## config.mk

```make
export PLATFORM = sky130hd
export DESIGN_NAME = midi_encoder
export DESIGN_NICKNAME = d
export VERILOG_FILES = /design/src/rtl/midi_encoder_pkg.sv /design/src/rtl/midi_encoder.sv
export SDC_FILE = /design/constraint.sdc
export NUM_CORES = 1
export LEC_CHECK = 0
export ABC_AREA = 1
export BUFFER_PORTS_ARGS = -buffer_cell sky130_fd_sc_hd__buf_2
export CAP_MARGIN = 20
export CORE_AREA = 2 2 93 95
export CTS_BUF_LIST = sky130_fd_sc_hd__clkbuf_4
export DETAILED_ROUTE_END_ITERATION = 7
export DIE_AREA = 0 0 95 97
export PLACE_DENSITY_LB_ADDON = 0.2
export SKIP_LAST_GASP = 1
export SLEW_MARGIN = 20
export SYNTH_ARGS = -nofsm -noshare
export SYNTH_HDL_FRONTEND = slang
export SYNTH_SLANG_ARGS = --single-unit
```

## constraint.sdc

```tcl
create_clock -name clk -period 2.6 [get_ports clk]
set_input_delay 0.26 -clock clk [delete_from_list [all_inputs] [get_ports clk]]
set_output_delay 0.26 -clock clk [all_outputs]
set_load 0.005 [all_outputs]
```

## src/rtl/midi_encoder_pkg.sv

```systemverilog
// midi_encoder_pkg: MIDI command codes, encoder states and the status/length lookup
package midi_encoder_pkg;
  localparam int MIDI_CMD_SIZE = 3;
  typedef enum logic [MIDI_CMD_SIZE-1:0] {
    NOTE_OFF, NOTE_ON, POLY_AT, CTRL_CHG, PROG_CHG, CH_PRESSURE, PITCH_BEND, MIDI_SYSTEM
  } midi_cmd_t;
  typedef enum logic [2:0] {IDLE, SEND_STATUS, SEND_D0, SEND_D1, WAIT_TX} enc_state_t;
  typedef struct packed {
    logic [7:0] status;
    logic [1:0] len;
    logic       chan;
  } cmd_info_t;
  function automatic cmd_info_t cmd_info(input logic [MIDI_CMD_SIZE-1:0] cmd, input logic [3:0] ch);
    cmd_info_t r;
    r.chan   = cmd != MIDI_SYSTEM;
    r.status = r.chan ? {4'h8 + {1'b0, cmd}, ch} : {4'hF, ch};
    r.len    = !r.chan ? 2'd1 : (cmd == PROG_CHG || cmd == CH_PRESSURE) ? 2'd2 : 2'd3;
    return r;
  endfunction
endpackage

```

## src/rtl/midi_encoder.sv

```systemverilog
// midi_encoder: serialises one decoded MIDI event into status/data bytes for uart_tx
module midi_encoder
  import midi_encoder_pkg::*;
#(
  parameter bit          RUNNING_STATUS    = 1'b1,
  parameter logic [31:0] RS_REFRESH_CYCLES = 32'd10_000_000
) (
  input  logic                     clk,
  input  logic                     reset,
  input  logic                     midi_rdy,
  input  logic [MIDI_CMD_SIZE-1:0] midi_cmd,
  input  logic [3:0]               midi_ch_sysn,
  input  logic [6:0]               midi_data0,
  input  logic [6:0]               midi_data1,
  output logic                     midi_busy,
  output logic                     err_dropped,
  input  logic                     tx_busy,
  output logic [7:0]               data_out,
  output logic                     data_out_rdy
);
  enc_state_t  state, state_n, ret, ret_n;
  cmd_info_t   info;
  logic [7:0]  status, rs, byte_n;
  logic [1:0]  len;
  logic [6:0]  d0, d1;
  logic [31:0] rs_cnt;
  logic        rs_valid, skip, fire, last, accept;
  assign info      = cmd_info(midi_cmd, midi_ch_sysn);
  assign skip      = RUNNING_STATUS && info.chan && rs_valid && rs == info.status;
  assign midi_busy = state != IDLE;
  assign accept    = state == IDLE && midi_rdy;
  assign fire      = state inside {SEND_STATUS, SEND_D0, SEND_D1} && !tx_busy;
  always_comb begin
    byte_n  = state == SEND_STATUS ? status : state == SEND_D0 ? {1'b0, d0} : {1'b0, d1};
    last    = state == SEND_STATUS ? len == 2'd1 : state == SEND_D0 ? len == 2'd2 : 1'b1;
    state_n = accept ? (skip ? SEND_D0 : SEND_STATUS) :
              fire ? (last ? IDLE : WAIT_TX) :
              state == WAIT_TX ? ret : state;
    ret_n   = fire ? (state == SEND_STATUS ? SEND_D0 : SEND_D1) : ret;
  end
  always_ff @(posedge clk or posedge reset)
    if (reset) begin
      state        <= IDLE;
      ret          <= IDLE;
      data_out     <= 8'h00;
      data_out_rdy <= 1'b0;
      err_dropped  <= 1'b0;
      status       <= 8'h00;
      len          <= 2'd0;
      d0           <= 7'd0;
      d1           <= 7'd0;
      rs           <= 8'h00;
      rs_valid     <= 1'b0;
      rs_cnt       <= 32'd0;
    end else begin
      state        <= state_n;
      ret          <= ret_n;
      data_out_rdy <= fire;
      err_dropped  <= midi_rdy && midi_busy;
      if (fire) data_out <= byte_n;
      if (accept) begin
        status <= info.status;
        len    <= info.len;
        d0     <= midi_data0;
        d1     <= midi_data1;
      end
      // real-time status (F8-FF) keeps the register; F0-F7 kills it
      if (fire && state == SEND_STATUS) begin
        rs_cnt <= 32'd0;
        if (status[7:4] != 4'hF) begin
          rs       <= status;
          rs_valid <= 1'b1;
        end else if (!status[3]) rs_valid <= 1'b0;
      end else if (rs_valid) begin
        rs_cnt <= rs_cnt == RS_REFRESH_CYCLES - 1 ? 32'd0 : rs_cnt + 1;
        if (rs_cnt == RS_REFRESH_CYCLES - 1) rs_valid <= 1'b0;
      end
    end
endmodule

```

=== Yosys cells after proc, flatten, opt, wreduce, memory -nomap -nowiden ===
Index checks and enable logic that the tools add are counted.

* Output and inout port bits: 11
* Input port bits: 25
* Bits in registers: 81

* Reductions and logical operators: 14
* Equal/unequal tests: 13
* $add $sub $neg: 2
* Mux-type cells: 21

{| class="wikitable"
|+ Operator list
! cell !! count
|-
| $mux 32 || 3
|-
| $add 32x1->32 const B || 1
|-
| $eq 32x24->1 const B || 1
|-
| $mux 8 || 2
|-
| $mux 3 || 4
|-
| $eq 3x3->1 const B || 3
|-
| $mux 1 || 9
|-
| $reduce_bool 3->1 || 3
|-
| $eq 8x8->1 || 1
|-
| $mux 7 || 1
|-
| $eq 3x2->1 const B || 2
|-
| $logic_and 1x1->1 || 6
|-
| $add 4x3->4 const A || 1
|-
| $mux 2 || 2
|-
| $ne 4x4->1 const B || 1
|-
| $eq 3x1->1 const B || 1
|-
| $logic_not 3->1 || 1
|-
| $ne 3x2->1 const B || 1
|-
| $ne 3x3->1 const B || 1
|-
| $eq 2x1->1 const B || 1
|-
| $eq 2x2->1 const B || 1
|-
| $reduce_and 2->1 || 1
|-
| $reduce_bool 2->1 || 1
|-
| $logic_not 1->1 || 1
|-
| $logic_or 1x1->1 || 1
|}

=== Logic depth before layout (Yosys ltp) ===
* Depth after elaboration: 6
* Gate-level depth with buffers: 10
* Gate-level depth less buffers: 10

=== Worst setup path after synthesis ===
No wires, ideal clock.

* Path kind: flip-flop to flip-flop
* From: reg rs_cnt[1]
* To: reg rs_cnt[17]
* Library setup time: 0.116 ns
* Buffers on the path: 1
* Data required time: 2.484 ns
* Arrival time: 1.325 ns
* Cell stages (with the launch flop): 10
* Period minus slack after synthesis: 1.441 ns
* Setup slack: 1.159 ns
* Path through: dfrtp_1 -> ha_1 -> nand2_2 -> nor3_4 -> nand3_2 -> nor2_4 -> nor2_4 -> buf_6 -> nand2_2 -> nand2_1

* Cells in the longest elaborated chain, start to end: 4
* Elaborated cells between the ends (all ways): 5
* Those cells by class: 1 x add/sub; 1 x eq/ne; 3 x mux

{| class="wikitable"
|+ RTL lines
! item !! RTL line !! text
|-
| start, declared || midi_encoder.sv:26 || <nowiki>logic [31:0] rs_cnt;</nowiki>
|-
| start signal, assigned || midi_encoder.sv:75 || <nowiki>rs_cnt <= rs_cnt == RS_REFRESH_CYCLES - 1 ? 32'd0 : rs_cnt + 1;</nowiki>
|-
| $add 32x1->32 or $eq 32x24->1 (tied branches) || midi_encoder.sv:75 ||
|-
| $mux 32 (*) || midi_encoder.sv:75 ||
|-
| $mux 32 (*) || midi_encoder.sv:74 || <nowiki>end else if (rs_valid) begin</nowiki>
|-
| $mux 32 (*) || midi_encoder.sv:68 || <nowiki>if (fire && state == SEND_STATUS) begin</nowiki>
|}

Every way passes the cells marked *; elsewhere a longest branch is shown, timed or not. The select of a mux whose other input is x is not followed.
A chain may end at the register's enable or synchronous reset.

=== Worst setup path in the final report ===
* From: reg state[0]
* To: reg len[0]

* Cells in the longest elaborated chain, start to end: 2

{| class="wikitable"
|+ RTL lines
! item !! RTL line !! text
|-
| start, declared || midi_encoder.sv:21 || <nowiki>enc_state_t state, state_n, ret, ret_n;</nowiki>
|-
| start signal, assigned || midi_encoder.sv:56 || <nowiki>state <= state_n;</nowiki>
|-
| $logic_not 3->1 || midi_encoder.sv:31 || <nowiki>assign accept = state == IDLE && midi_rdy;</nowiki>
|-
| $logic_and 1x1->1 || midi_encoder.sv:31 ||
|-
| end signal, assigned || midi_encoder.sv:63 || <nowiki>len <= info.len;</nowiki>
|-
| end, declared || midi_encoder.sv:24 || <nowiki>logic [1:0] len;</nowiki>
|}

Every way passes these cells.

==> flow_summary.json <==
{
  "start_util": 0.537,
  "diodes": 0,
  "cts_root_buffer": "clkbuf_4",
  "clkSinkCount": 80,
  "synth_top_area_cell": "dfrtp_1",
  "regArea_um2": 2000,
  "required_ns": 2.93,
  "outcome": "completed",
  "vias": 3915,
  "drt_iter0_markers": 229,
  "rr_startpoint": "state[0]$_DFFE_PP0P_",
  "fin_nets": 665,
  "hold_end": "d1[1]$_DFFE_PP0P_",
  "pwr-share-comb": 0.346,
  "routedWlPerCell_um": 13.6,
  "min_period_ns": 1.87,
  "worstPathArrival_ns": 2.20,
  "drc": 0,
  "slew_violations": 0,
  "layout_commonest_cell": "nand2_1",
  "pwr-share-seq": 0.479,
  "synth_area_leaders": "dfrtp_1 (46%), nand2_1 (19%), nor2_1 (5.2%), inv_1 (5.0%), nand3_1 (3.7%)",
  "final_antenna_net_count": 0,
  "gp_congestion": 0.905,
  "die_area_um2": 9220,
  "max_freq_mhz": 534,
  "p_per_area_nw_per_um2": 817,
  "cts.path.max_buffers": 2,
  "synth_fp_nets": 620,
  "fill_cells": 747,
  "grt-ovfl-total": 0,
  "reg2reg_depth": 7,
  "worst_pin_slew_ns": 0.544,
  "syn-instance-count": 594,
  "port_buffers": 35,
  "cts_tree": "yes",
  "drv_cap": 0,
  "peakVddDrop_mv": 0.578,
  "setup_tns_ns": 0,
  "pin_count": 36,
  "slew_headroom": 0.636,
  "yosys.area.top_type_share": 0.458,
  "dp_slack_ns": 0.730,
  "track_usage": 0.244,
  "p_int_uw": 2330,
  "r2r_slack_ns": 0.73,
  "clock_latency_ns": 0.44,
  "row_count": 33,
  "clk_transition_reported_paths_ns": 0.15,
  "hold_start": "midi_data1[1]",
  "dp_hpwl_um": 7410,
  "drive_gt1_frac": 0.144,
  "hold_depth": 3,
  "r2r_end": "len[0]$_DFFE_PP0P_",
  "synth.distinct_cells": 33,
  "seq_area_frac_synth": 0.458,
  "timing.final.crit_share": 0.721,
  "end_kind": "flip-flop",
  "setup_viol": 0,
  "cts_hold_buf": 8,
  "crit_path_start_kind": "flip-flop",
  "grt_pass1_wl_um": 17800,
  "startpoint": "state[0]$_DFFE_PP0P_",
  "rsz0062_at_grt": "no",
  "path_class": "flip-flop to flip-flop",
  "setup_slack_ns": 0.726,
  "syn2layout_area_growth_pct": 11.4,
  "avgViaCountPerCell": 5.23,
  "drt_pass1_iterations": 5,
  "syn_area_um2": 4370,
  "design.core.area_um2": 8130,
  "h-tree-depth": 3,
  "fin_skew_ns": 0.0169,
  "power.switching_uw": 1640,
  "grt_max_degree": 81,
  "cts_buffers": 9,
  "wl_um": 10200,
  "critPathMaxFanout": 24,
  "hold_viol": 0,
  "pwr-share-clk": 0.175,
  "post-cts-setup-buffers": 0,
  "multiInputGateArea_um2": 2040,
  "die_y_um": 97,
  "cts_resized": 0,
  "postSynthAreaPerCell_um2": 7.36,
  "min_path_type": "input pin to flip-flop",
  "ys.warnings.count": 0,
  "power.leakage_uw": 0.00233,
  "chipWidth_um": 95,
  "switching_share": 0.413,
  "ys_ff_latch": 80,
  "most-common-layout-cells": "nand2_1 (216), dfrtp_1 (80), nor2_1 (59)",
  "grt_pass1_vias": 3780,
  "antenna_found_initial": 0
}
logic make-up after synthesis:
group,after synthesis,share of synthesized area
AO/OA/AOI/OAI,68,0.0890
XOR/XNOR,13,0.0260
adder cells (fa/ha/maj),1,0.00286
flip-flops,80,0.458
AND/OR/NAND/NOR,350,0.349
buffers and inverters,82,0.0750
critical path, stage by stage (launching register included):
cell	delay [ns]
dfrtp_1	0.46
nor2_2	0.21
nand3_2	0.40
inv_2	0.21
buf_4	0.26
nand2_1	0.09
nor2_1	0.09
a21oi_1	0.04
cells in the mapped netlist:
cell / instances
nand4_1: 10
buf_6: 1
nand3_2: 5
o2111ai_1: 1
o221ai_1: 6
o31ai_1: 1
a21boi_0: 1
clkbuf_1: 3
nand3_1: 32
inv_1: 58
o311ai_0: 1
o21ai_0: 24
o21bai_1: 1
nor3_4: 1
buf_2: 10
o211ai_1: 3
inv_2: 10
ha_1: 1
a21oi_1: 4
o21ai_1: 25
nand2_2: 5
nand2_4: 1
xor2_1: 13
nand3b_1: 4
nand4_2: 1
nor2_4: 5
and2_1: 1
nor3_1: 2
nor2_2: 7
nor2_1: 60
o41ai_1: 1
nand2_1: 216
dfrtp_1: 80
worst max path at each step:
stage	endpoint
detailed placement	len[0]$_DFFE_PP0P_
global route	len[0]$_DFFE_PP0P_
global placement	len[0]$_DFFE_PP0P_
CTS	len[0]$_DFFE_PP0P_
floorplan	d0[0]$_DFFE_PP0P_
finish	len[0]$_DFFE_PP0P_
power by group through the flow:
stage | logic [uW] | registers, uW | clock network (uW)
floorplan | 1040 | 1870 | 0
global placement | 1320 | 1910 | 0
detailed placement | 1380 | 1920 | 0
CTS | 1400 | 1900 | 722
global route | 1580 | 1950 | 786
finish | 1380 | 1900 | 698
flip-flops by register name, summed over array words and instances, names as in the netlist:
signal	count
d0	7
rs_cnt	32
state	3
rs	8
status	8
data_out	8
ret	2
len	2
data_out_rdy	1
err_dropped	1
d1	7
rs_valid	1
metal layers:
| layer | global-route usage | part of all wire | vias up |
|---|---|---|---|
| met5 | 0 | 0 | - |
| li1 | - | - | 1966 |
| met4 | 0.0836 | 0.017 | 0 |
| met1 | 0.339 | 0.46 | 1838 |
| met3 | 0.0413 | 0.044 | 15 |
| met2 | 0.386 | 0.48 | 96 |
through the flow:
step	util	instance area [um2]	total power, uW	hold WS (ns)	cells
after floorplan	-	4370	2910	0.370	594
after global placement	0.573	4660	3240	0.382	725
after detailed placement	0.573	4660	3300	0.382	725
after CTS	0.599	4870	4020	0.00484	749
after global routing	0.599	4870	4310	0.0126	749
final	0.599	4870	3980	0.0210	749
final cells by class:
type                            instances  share of cell area
Sequential cell                        80               0.411
Timing Repair Buffer                   48              0.0627
Clock buffer                           10              0.0154
Clock inverter                          6              0.0111
Multi-Input combinational cell        432               0.420
Inverter                               68              0.0527
Tap cell                              105              0.0270
No activity file was read; power rests on OpenSTA's default activity.
